<file path="src/rtl/motor_pwm_ramp_ctrl.sv">
// N-channel H-bridge PWM driver with linear duty ramping, dead-timed direction
// reversal, brake and a global emergency stop.
module motor_pwm_ramp_ctrl #(
  parameter int NUM_CH   = 2,
  parameter int PWM_W    = 8,
  parameter int RAMP_DIV = 64,
  parameter int DEAD_CYC = 16
) (
  input  logic                    clk,
  input  logic                    rst,
  input  logic [2*NUM_CH-1:0]     cmd_dir,
  input  logic [PWM_W*NUM_CH-1:0] cmd_duty,
  input  logic                    estop,
  output logic [NUM_CH-1:0]       out_a,
  output logic [NUM_CH-1:0]       out_b,
  output logic [NUM_CH-1:0]       settled
);

  localparam int RC_W = (RAMP_DIV > 1) ? $clog2(RAMP_DIV) : 1;
  localparam int DC_W = (DEAD_CYC > 1) ? $clog2(DEAD_CYC) : 1;

  localparam logic [1:0] CMD_FWD   = 2'b01;
  localparam logic [1:0] CMD_REV   = 2'b10;
  localparam logic [1:0] CMD_BRAKE = 2'b11;

  typedef enum logic [2:0] {
    ST_IDLE,
    ST_RUN,
    ST_DOWN,
    ST_DEAD,
    ST_BRAKE
  } state_t;

  logic [PWM_W-1:0] pwm_cnt;
  logic [RC_W-1:0]  ramp_cnt;
  logic             ramp_tick;

  assign ramp_tick = (ramp_cnt == RC_W'(RAMP_DIV - 1));

  function automatic logic [PWM_W-1:0] step_toward(input logic [PWM_W-1:0] cur,
                                                   input logic [PWM_W-1:0] goal);
    if (cur < goal)      return cur + 1'b1;
    else if (cur > goal) return cur - 1'b1;
    else                 return cur;
  endfunction

  // One shared PWM carrier and ramp-rate divider keep all channels phase aligned.
  always_ff @(posedge clk) begin
    if (rst) begin
      pwm_cnt  <= '0;
      ramp_cnt <= '0;
    end else begin
      pwm_cnt  <= pwm_cnt + 1'b1;
      ramp_cnt <= ramp_tick ? '0 : ramp_cnt + 1'b1;
    end
  end

  for (genvar ch = 0; ch < NUM_CH; ch++) begin : g_ch
    state_t           state, state_nxt;
    logic [PWM_W-1:0] cur_duty, duty_nxt, target;
    logic             cur_dir, dir_nxt;
    logic [DC_W-1:0]  dead_cnt, dead_nxt;
    logic [1:0]       cmd;
    logic             cmd_drive, cmd_rev, pwm_on;
    logic             drive_a, drive_b, settle_now;
    logic             a_q, b_q, settled_q;

    assign cmd       = cmd_dir[2*ch +: 2];
    assign cmd_rev   = (cmd == CMD_REV);
    assign cmd_drive = (cmd == CMD_FWD) || cmd_rev;
    assign target    = cmd_drive ? cmd_duty[PWM_W*ch +: PWM_W] : '0;
    assign pwm_on    = (pwm_cnt < cur_duty);

    // cur_dir: 0 = forward (pin A), 1 = reverse (pin B)
    always_comb begin
      state_nxt = state;
      duty_nxt  = cur_duty;
      dir_nxt   = cur_dir;
      dead_nxt  = dead_cnt;
      drive_a   = 1'b0;
      drive_b   = 1'b0;
      case (state)
        ST_IDLE: begin
          duty_nxt = '0;
          if (cmd_drive) begin
            dir_nxt   = cmd_rev;
            state_nxt = ST_RUN;
          end else if (cmd == CMD_BRAKE) begin
            state_nxt = ST_BRAKE;
          end
        end
        ST_RUN: begin
          drive_a = pwm_on & ~cur_dir;
          drive_b = pwm_on & cur_dir;
          if (cmd == CMD_BRAKE) begin
            state_nxt = ST_BRAKE;
            duty_nxt  = '0;
          end else if (cmd_drive && (cmd_rev != cur_dir)) begin
            state_nxt = ST_DOWN;
          end else if (!cmd_drive && (cur_duty == '0)) begin
            state_nxt = ST_IDLE;
          end else if (ramp_tick) begin
            duty_nxt = step_toward(cur_duty, target);
          end
        end
        ST_DOWN: begin
          drive_a = pwm_on & ~cur_dir;
          drive_b = pwm_on & cur_dir;
          if (cmd == CMD_BRAKE) begin
            state_nxt = ST_BRAKE;
            duty_nxt  = '0;
          end else if (cmd_drive && (cmd_rev == cur_dir)) begin
            state_nxt = ST_RUN;
          end else if (cur_duty == '0) begin
            state_nxt = ST_DEAD;
            dead_nxt  = '0;
          end else if (ramp_tick) begin
            duty_nxt = step_toward(cur_duty, '0);
          end
        end
        ST_DEAD: begin
          duty_nxt = '0;
          if (dead_cnt == DC_W'(DEAD_CYC - 1)) begin
            dead_nxt = '0;
            if (cmd_drive) begin
              dir_nxt   = cmd_rev;
              state_nxt = ST_RUN;
            end else if (cmd == CMD_BRAKE) begin
              state_nxt = ST_BRAKE;
            end else begin
              state_nxt = ST_IDLE;
            end
          end else begin
            dead_nxt = dead_cnt + 1'b1;
          end
        end
        ST_BRAKE: begin
          drive_a  = 1'b1;
          drive_b  = 1'b1;
          duty_nxt = '0;
          if (cmd_drive) begin
            dir_nxt   = cmd_rev;
            state_nxt = ST_RUN;
          end else if (cmd != CMD_BRAKE) begin
            state_nxt = ST_IDLE;
          end
        end
        default: state_nxt = ST_IDLE;
      endcase
      // Emergency stop overrides every other event and blanks the pins on the next edge.
      if (estop) begin
        state_nxt = ST_IDLE;
        duty_nxt  = '0;
        drive_a   = 1'b0;
        drive_b   = 1'b0;
      end
    end

    assign settle_now = ((state == ST_RUN) || (state == ST_IDLE) || (state == ST_BRAKE))
                        && (cur_duty == target);

    always_ff @(posedge clk) begin
      if (rst) begin
        state     <= ST_IDLE;
        cur_duty  <= '0;
        cur_dir   <= 1'b0;
        dead_cnt  <= '0;
        a_q       <= 1'b0;
        b_q       <= 1'b0;
        settled_q <= 1'b1;
      end else begin
        state     <= state_nxt;
        cur_duty  <= duty_nxt;
        cur_dir   <= dir_nxt;
        dead_cnt  <= dead_nxt;
        a_q       <= drive_a;
        b_q       <= drive_b;
        settled_q <= settle_now;
      end
    end

    assign out_a[ch]   = a_q;
    assign out_b[ch]   = b_q;
    assign settled[ch] = settled_q;
  end

endmodule

</file>
<file path="config.mk">
export PLATFORM = sky130hd
export DESIGN_NAME = motor_pwm_ramp_ctrl
export DESIGN_NICKNAME = d
export VERILOG_FILES = /design/src/rtl/motor_pwm_ramp_ctrl.sv
export SDC_FILE = /design/constraint.sdc
export NUM_CORES = 1
export LEC_CHECK = 0
export CORE_ASPECT_RATIO = 2
export CORE_UTILIZATION = 32
export CTS_BUF_LIST = sky130_fd_sc_hd__clkbuf_16
export CTS_CLUSTER_DIAMETER = 150
export DETAILED_ROUTE_END_ITERATION = 7
export MAX_ROUTING_LAYER = met4
export PLACE_DENSITY_LB_ADDON = 0.05
export SKIP_LAST_GASP = 1
export SYNTH_ARGS = -nofsm -noshare
export SYNTH_HDL_FRONTEND = slang
export SYNTH_SLANG_ARGS = --single-unit
</file>
<file path="constraint.sdc">
create_clock -name clk -period 4.91 [get_ports clk]
set_input_delay 1.473 -clock clk [delete_from_list [all_inputs] [get_ports clk]]
set_output_delay 1.473 -clock clk [all_outputs]
set_load 0.01 [all_outputs]
</file>
## Word level (Yosys, flattened, before mapping)

Cells that the tools add are included.

| word-level totals | value |
|---|---|
| register bits | 52 |
| input bits | 23 |
| logic and storage cells | 215 |
| output and inout bits | 6 |

| operators by class | value |
|---|---|
| reductions and logical operators | 42 |
| bitwise logic cells | 6 |
| equality and inequality tests | 57 |
| magnitude comparators | 10 |
| $add $sub $neg | 8 |
| mux-type cells | 76 |

Operator list:

| cell | number |
|---|---|
| 8-bit two-way mux | 26 |
| 3-bit two-way mux | 26 |
| 3-bit != test, second input constant | 16 |
| 8-bit one-hot mux with 3 select lines | 2 |
| 8-bit less-than comparator | 4 |
| 4-bit two-way mux | 8 |
| 4-bit != test, second input constant | 8 |
| 3-bit one-hot mux with 5 select lines | 2 |
| 8-bit by 1-bit adder with 8-bit output, second input constant | 3 |
| 2-bit != test, second input constant | 10 |
| 9-bit AND reduction | 2 |
| 8-bit == test | 2 |
| 8-bit by 1-bit greater-than comparator with 1-bit output, second input constant | 2 |
| 8-bit greater-than comparator | 2 |
| 8-bit zero test | 2 |
| 8-bit by 1-bit less-than comparator with 1-bit output, second input constant | 2 |
| 4-bit one-hot mux with 2 select lines | 2 |
| 8-bit by 1-bit subtractor with 8-bit output, second input constant | 2 |
| 3-bit by 2-bit == test with 1-bit output, second input constant | 4 |
| 1-bit one-hot mux with 2 select lines | 6 |
| 2-bit OR reduction | 6 |
| 5-bit AND reduction | 2 |
| 4-bit by 1-bit adder with 4-bit output, second input constant | 2 |
| 2-bit == test, second input constant | 4 |
| other kinds (20) | 54 |

## Longest topological paths before layout

| depth | value |
|---|---|
| word-level depth | 11 |
| gate-level depth with buffers | 14 |
| mapped depth without buffers | 11 |

## Least setup slack after synthesis

Ideal clock, no wire load.

| timing path | value |
|---|---|
| path type | input to register |
| from | in cmd_dir[2] |
| to | reg g_ch[1].cur_duty[2] |
| path slack | 0.800 ns |
| arrival | 4.014 ns |
| stages on the path | 14 |
| data required time | 4.815 ns |
| buffers on the path | 3 |
| library setup time | 0.095 ns |
| cells stage by stage | inv_1 -> ha_1 -> clkbuf_1 -> clkbuf_1 -> nand2_1 -> ha_1 -> a21oi_1 -> o21ai_1 -> nand3b_1 -> a211o_1 -> nor2_1 -> buf_4 -> nand2_1 -> a221oi_1 |

| on the way | value |
|---|---|
| cells in the longest elaborated chain, start to end | 10 |
| elaborated cells between the ends (all ways) | 29 |
| those cells by class | 2 x order compare; 13 x eq/ne; 8 x mux; 6 x reduce/logical |

Ends and longest elaborated chain:

| element | RTL line | text |
|---|---|---|
| start, declared | 11 | `input logic [2*NUM_CH-1:0] cmd_dir,` |
| 2-bit by 1-bit == test with 1-bit output or 2-bit == test (tied branches) | 70, 69 |  |
| 1-bit logical OR | 70 | `assign cmd_drive = (cmd == CMD_FWD) \|\| cmd_rev;` |
| 8-bit two-way mux | 71 | `assign target = cmd_drive ? cmd_duty[PWM_W*ch +: PWM_W] : '0;` |
| 8-bit less-than comparator | 42 | `if (cur < goal) return cur + 1'b1;` |
| 8-bit two-way mux | 42 |  |
| 8-bit two-way mux | 102 | `end else if (ramp_tick) begin` |
| 8-bit two-way mux | 100 | `end else if (!cmd_drive && (cur_duty == '0)) begin` |
| 8-bit two-way mux | 98 | `end else if (cmd_drive && (cmd_rev != cur_dir)) begin` |
| 8-bit two-way mux | 95 | `if (cmd == CMD_BRAKE) begin` |
| 8-bit one-hot mux with 3 select lines | 82 | `case (state)` |
| end signal, assigned | 173 | `cur_duty <= duty_nxt;` |
| end, declared | 60 | `logic [PWM_W-1:0] cur_duty, duty_nxt, target;` |

Parallel ways exist; a longest one is shown, timed or not. The select of a mux whose other input is x is not followed.
A chain may end at the register's enable or synchronous reset.

## Worst setup path after layout

| timing path | value |
|---|---|
| from | in cmd_dir[0] |
| to | reg g_ch[0].cur_duty[3] |

| on the way | value |
|---|---|
| cells in the longest elaborated chain, start to end | 10 |
| elaborated cells between the ends (all ways) | 29 |
| those cells by class | 2 x order compare; 13 x eq/ne; 8 x mux; 6 x reduce/logical |

Ends and longest elaborated chain:

| element | RTL line |
|---|---|
| 2-bit by 1-bit == test with 1-bit output or 2-bit == test (tied branches) | 70, 69 |
| 1-bit logical OR | 70 |
| 8-bit two-way mux | 71 |
| 8-bit less-than comparator | 42 |
| 8-bit two-way mux | 42 |
| 8-bit two-way mux | 102 |
| 8-bit two-way mux | 100 |
| 8-bit two-way mux | 98 |
| 8-bit two-way mux | 95 |
| 8-bit one-hot mux with 3 select lines | 82 |
| end signal, assigned | 173 |
| end, declared | 60 |

Parallel ways exist; a longest one is shown, timed or not. The select of a mux whose other input is x is not followed.

==> results.tsv <==
stage	metric	value	unit
timing	setup_tns	0	ns
finish	area_growth	12.1	%
finish	register_area	1040	µm²
power	powerDensity	218	nW/µm²
worst_setup_path	path_max_fanout	15	
route	vias	3860	
synth	synth_ff_type	dfxtp_1	
finish	fill_cells	1310	
route	ant_nets	0	
global_routing	grt_pass1_vias	3931	
synth	syn_nets	599	
worst_setup_path	worstPathRequired	5.11	ns
die	dieArea	13600	µm²
synth	synth.area.top_cells	dfxtp_1 25%, ha_1 14%, nand2_1 4.3%, nor2_1 4.2%, a21oi_1 4.0%	
clock_network	htreeDepth	2	
clock_network	clkTransAtPathRegs	0.08	ns
finish	antenna_cells	0	
die	io_pins	29	
synth	netlist_area	4200	µm²
die	start_util	33.1	%
timing	slew_viol_final	0	
clock_network	cts.path.max_buffers	2	
global_routing	grtUsageMet1	17.7	%
timing	min_period_over_period	91.0	%
global_routing	grt.total_usage	19.1	%
synth	synth_cell_types	64	
global_routing	grt_max_degree	28	
global_routing	grtUsageMet2	38.3	%
route	drc	0	
route	vias_per_cell	5.57	
clock_network	clock_sinks	52	
synth	ys_warn_count	0	
timing	fmax	224	MHz
synth	synthTopCellsByCount	52 x dfxtp_1, 48 x ha_1, 48 x nand2_1	
clock_network	numCtsBuffers	5	
route	routed_wl	12200	µm
clock_network	clock_latency	0.30	ns
global_routing	grt-busiest-layer	met2	
synth	yosysTopAreaCellShare	24.8	%
clock_network	cts_resized	0	
die	die_h	164	µm
synth	synth_edf_count	0	
clock_network	post_cts_buffers	0	
worst_setup_path	reg2reg_slack	2.32	ns
synth	post-synth-top-count-cell	dfxtp_1	
synth	synthArstFlopShare	0	%
worst_setup_path	cp.arrival	4.67	ns
synth	yosysSeqAreaShare	24.8	%
clock_network	root_buffer	clkbuf_16	
timing	worst_clock_skew	0.00682	ns
global_routing	antenna_found_initial	0	
worst_setup_path	cp-start-kind	input pin	
outcome	outcome	finished, final reports clean	
die	core_area	12700	µm²
timing	relSlewSlack	48.1	%
worst_setup_path	worstSetupPathType	in -> reg	
timing	hold_viol	0	
die	fp-row-count	58	
min_path	hold_class	reg -> reg	
timing	rsz0062_at_grt	no	
power	vdd_ir_drop_max	139	µV
global_routing	overflow	0	
global_routing	met3_usage	1.86	%
placement	io_buffers	28	
worst_setup_path	crit_path_end_kind	flop	
clock_network	ctsHoldBuffers	0	
power	p_leak	1.78	nW
finish	drive_gt1_share	6.81	%
finish	fin_nets	613	
synth	post-synth-top-area-cell	dfxtp_1	
synth	syn_avg_cell_area	7.96	µm²
clock_network	cts_tree	yes	
power	total_power	1.03	mW
route	dr.pass1.iters	4	
run	drv_cap	0	
synth	netlist_instances	528	
synth	synth-seq-cells	52	
placement	dp_hpwl	9560	µm
route	dr.first_iter.drc_count	134	
timing	final-setup-viol-count	0	
global_routing	grt_pass1_wl	20000	µm
die	die_w	83.0	µm
timing	fin_crit	4.47	ns
finish	multi_input_area	2900	µm²
timing	tightest_slew	0.772	ns
placement	place.gp.congestion	0.903	
route	post_drt_wl_per_cell	17.7	µm
==> kinds of logic after synthesis <==
logic type               Yosys count  share of synthesized area, %
AO/OA/AOI/OAI                    138                          22.8
XOR/XNOR                          20                          4.17
adder cells (fa/ha/maj)           48                          14.3
buffers and inverters             55                          6.28
flip-flops                        52                          24.8
multiplexers                      19                          4.67
AND/OR/NAND/NOR                  196                          23.0
==> registers in the layout (all words and copies together) (netlist names) <==
signal,cells
g_ch.state,6
g_ch.dead_cnt,8
g_ch.cur_duty,16
pwm_cnt,8
g_ch.settled_q,2
g_ch.cur_dir,2
g_ch.b_q,2
ramp_cnt,6
g_ch.a_q,2
==> worst paths after layout <==
kind	startpoint	end	depth (start not counted)
worst max register to register	g_ch[0].state[1]	g_ch[0].cur_duty[3]	7
worst min-delay path	ramp_cnt[0]	ramp_cnt[0]	1
worst max-delay path	cmd_dir[0]	g_ch[0].cur_duty[3]	12
worst min register to register	ramp_cnt[0]	ramp_cnt[0]	1
==> through the flow <==
step                      setup WS (ns)  util [%]  hold WS, ns  instances  instance area [µm²]
after global routing              0.175      37.1        0.502        693                 4710
final                             0.442      37.1        0.463        693                 4710
after CTS                         0.393      37.1        0.466        693                 4710
after floorplan                   0.800         -        0.431        528                 4200
after detailed placement         0.0783      35.9        0.454        685                 4560
after global placement           0.0999      35.9        0.443        685                 4560
==> routing by layer <==
| layer | routed length, µm | vias up |
|---|---|---|
| met5 | 0 | - |
| met4 | 416 | 0 |
| met3 | 257 | 26 |
| met2 | 6940 | 61 |
| met1 | 4620 | 1822 |
| li1 | - | 1951 |
==> where the power goes <==
group          switching, mW  total (mW)  internal, mW  leakage [nW]
clock network          0.187       0.380         0.194        0.0708
registers             0.0176       0.450         0.432         0.422
logic                  0.110       0.196        0.0861          1.29
total                  0.314        1.03         0.712          1.78
==> placed cells by master, fill, tap and decap left out, drive strengths merged, types with 3 or more instances in the layout <==
cell / instances
xnor2: 14
nor4: 4
a22oi: 4
o31ai: 6
nand3b: 5
mux2: 5
xor2: 6
and3: 7
o2bb2ai: 3
o22ai: 4
nor2: 49
nor2b: 5
or3: 6
dfxtp: 52
clkdlybuf4s50: 28
a21boi: 4
a21o: 6
nand4: 6
nor3: 17
a2111oi: 5
a211oi: 6
a31oi: 4
inv: 29
nand2b: 8
clkbuf: 5
nand2: 48
ha: 48
o211ai: 8
or2: 3
buf: 7
o32ai: 5
o32a: 3
nand3: 24
o21a: 6
and2: 7
a21oi: 34
o21ai: 24
mux2i: 14
==> area by class of cell <==
class	instances	area share [%]
flip-flops and latches	52	22.1
clock buffers	5	2.66
inverters	27	2.15
well taps	150	3.98
repair buffers	35	7.07
clock inverters	3	0.531
multi-input cells	421	61.5
==> critical path, stage by stage <==
cell,delay [ns]
clkdlybuf4s50_1,0.52
inv_1,0.08
ha_1,0.58
nand2_1,0.13
ha_1,0.31
nand4_1,0.21
or3_1,0.41
a31oi_1,0.26
a211oi_2,0.07
buf_4,0.20
nor4b_1,0.17
a31o_2,0.24
Power figures use the tool's default switching activity.
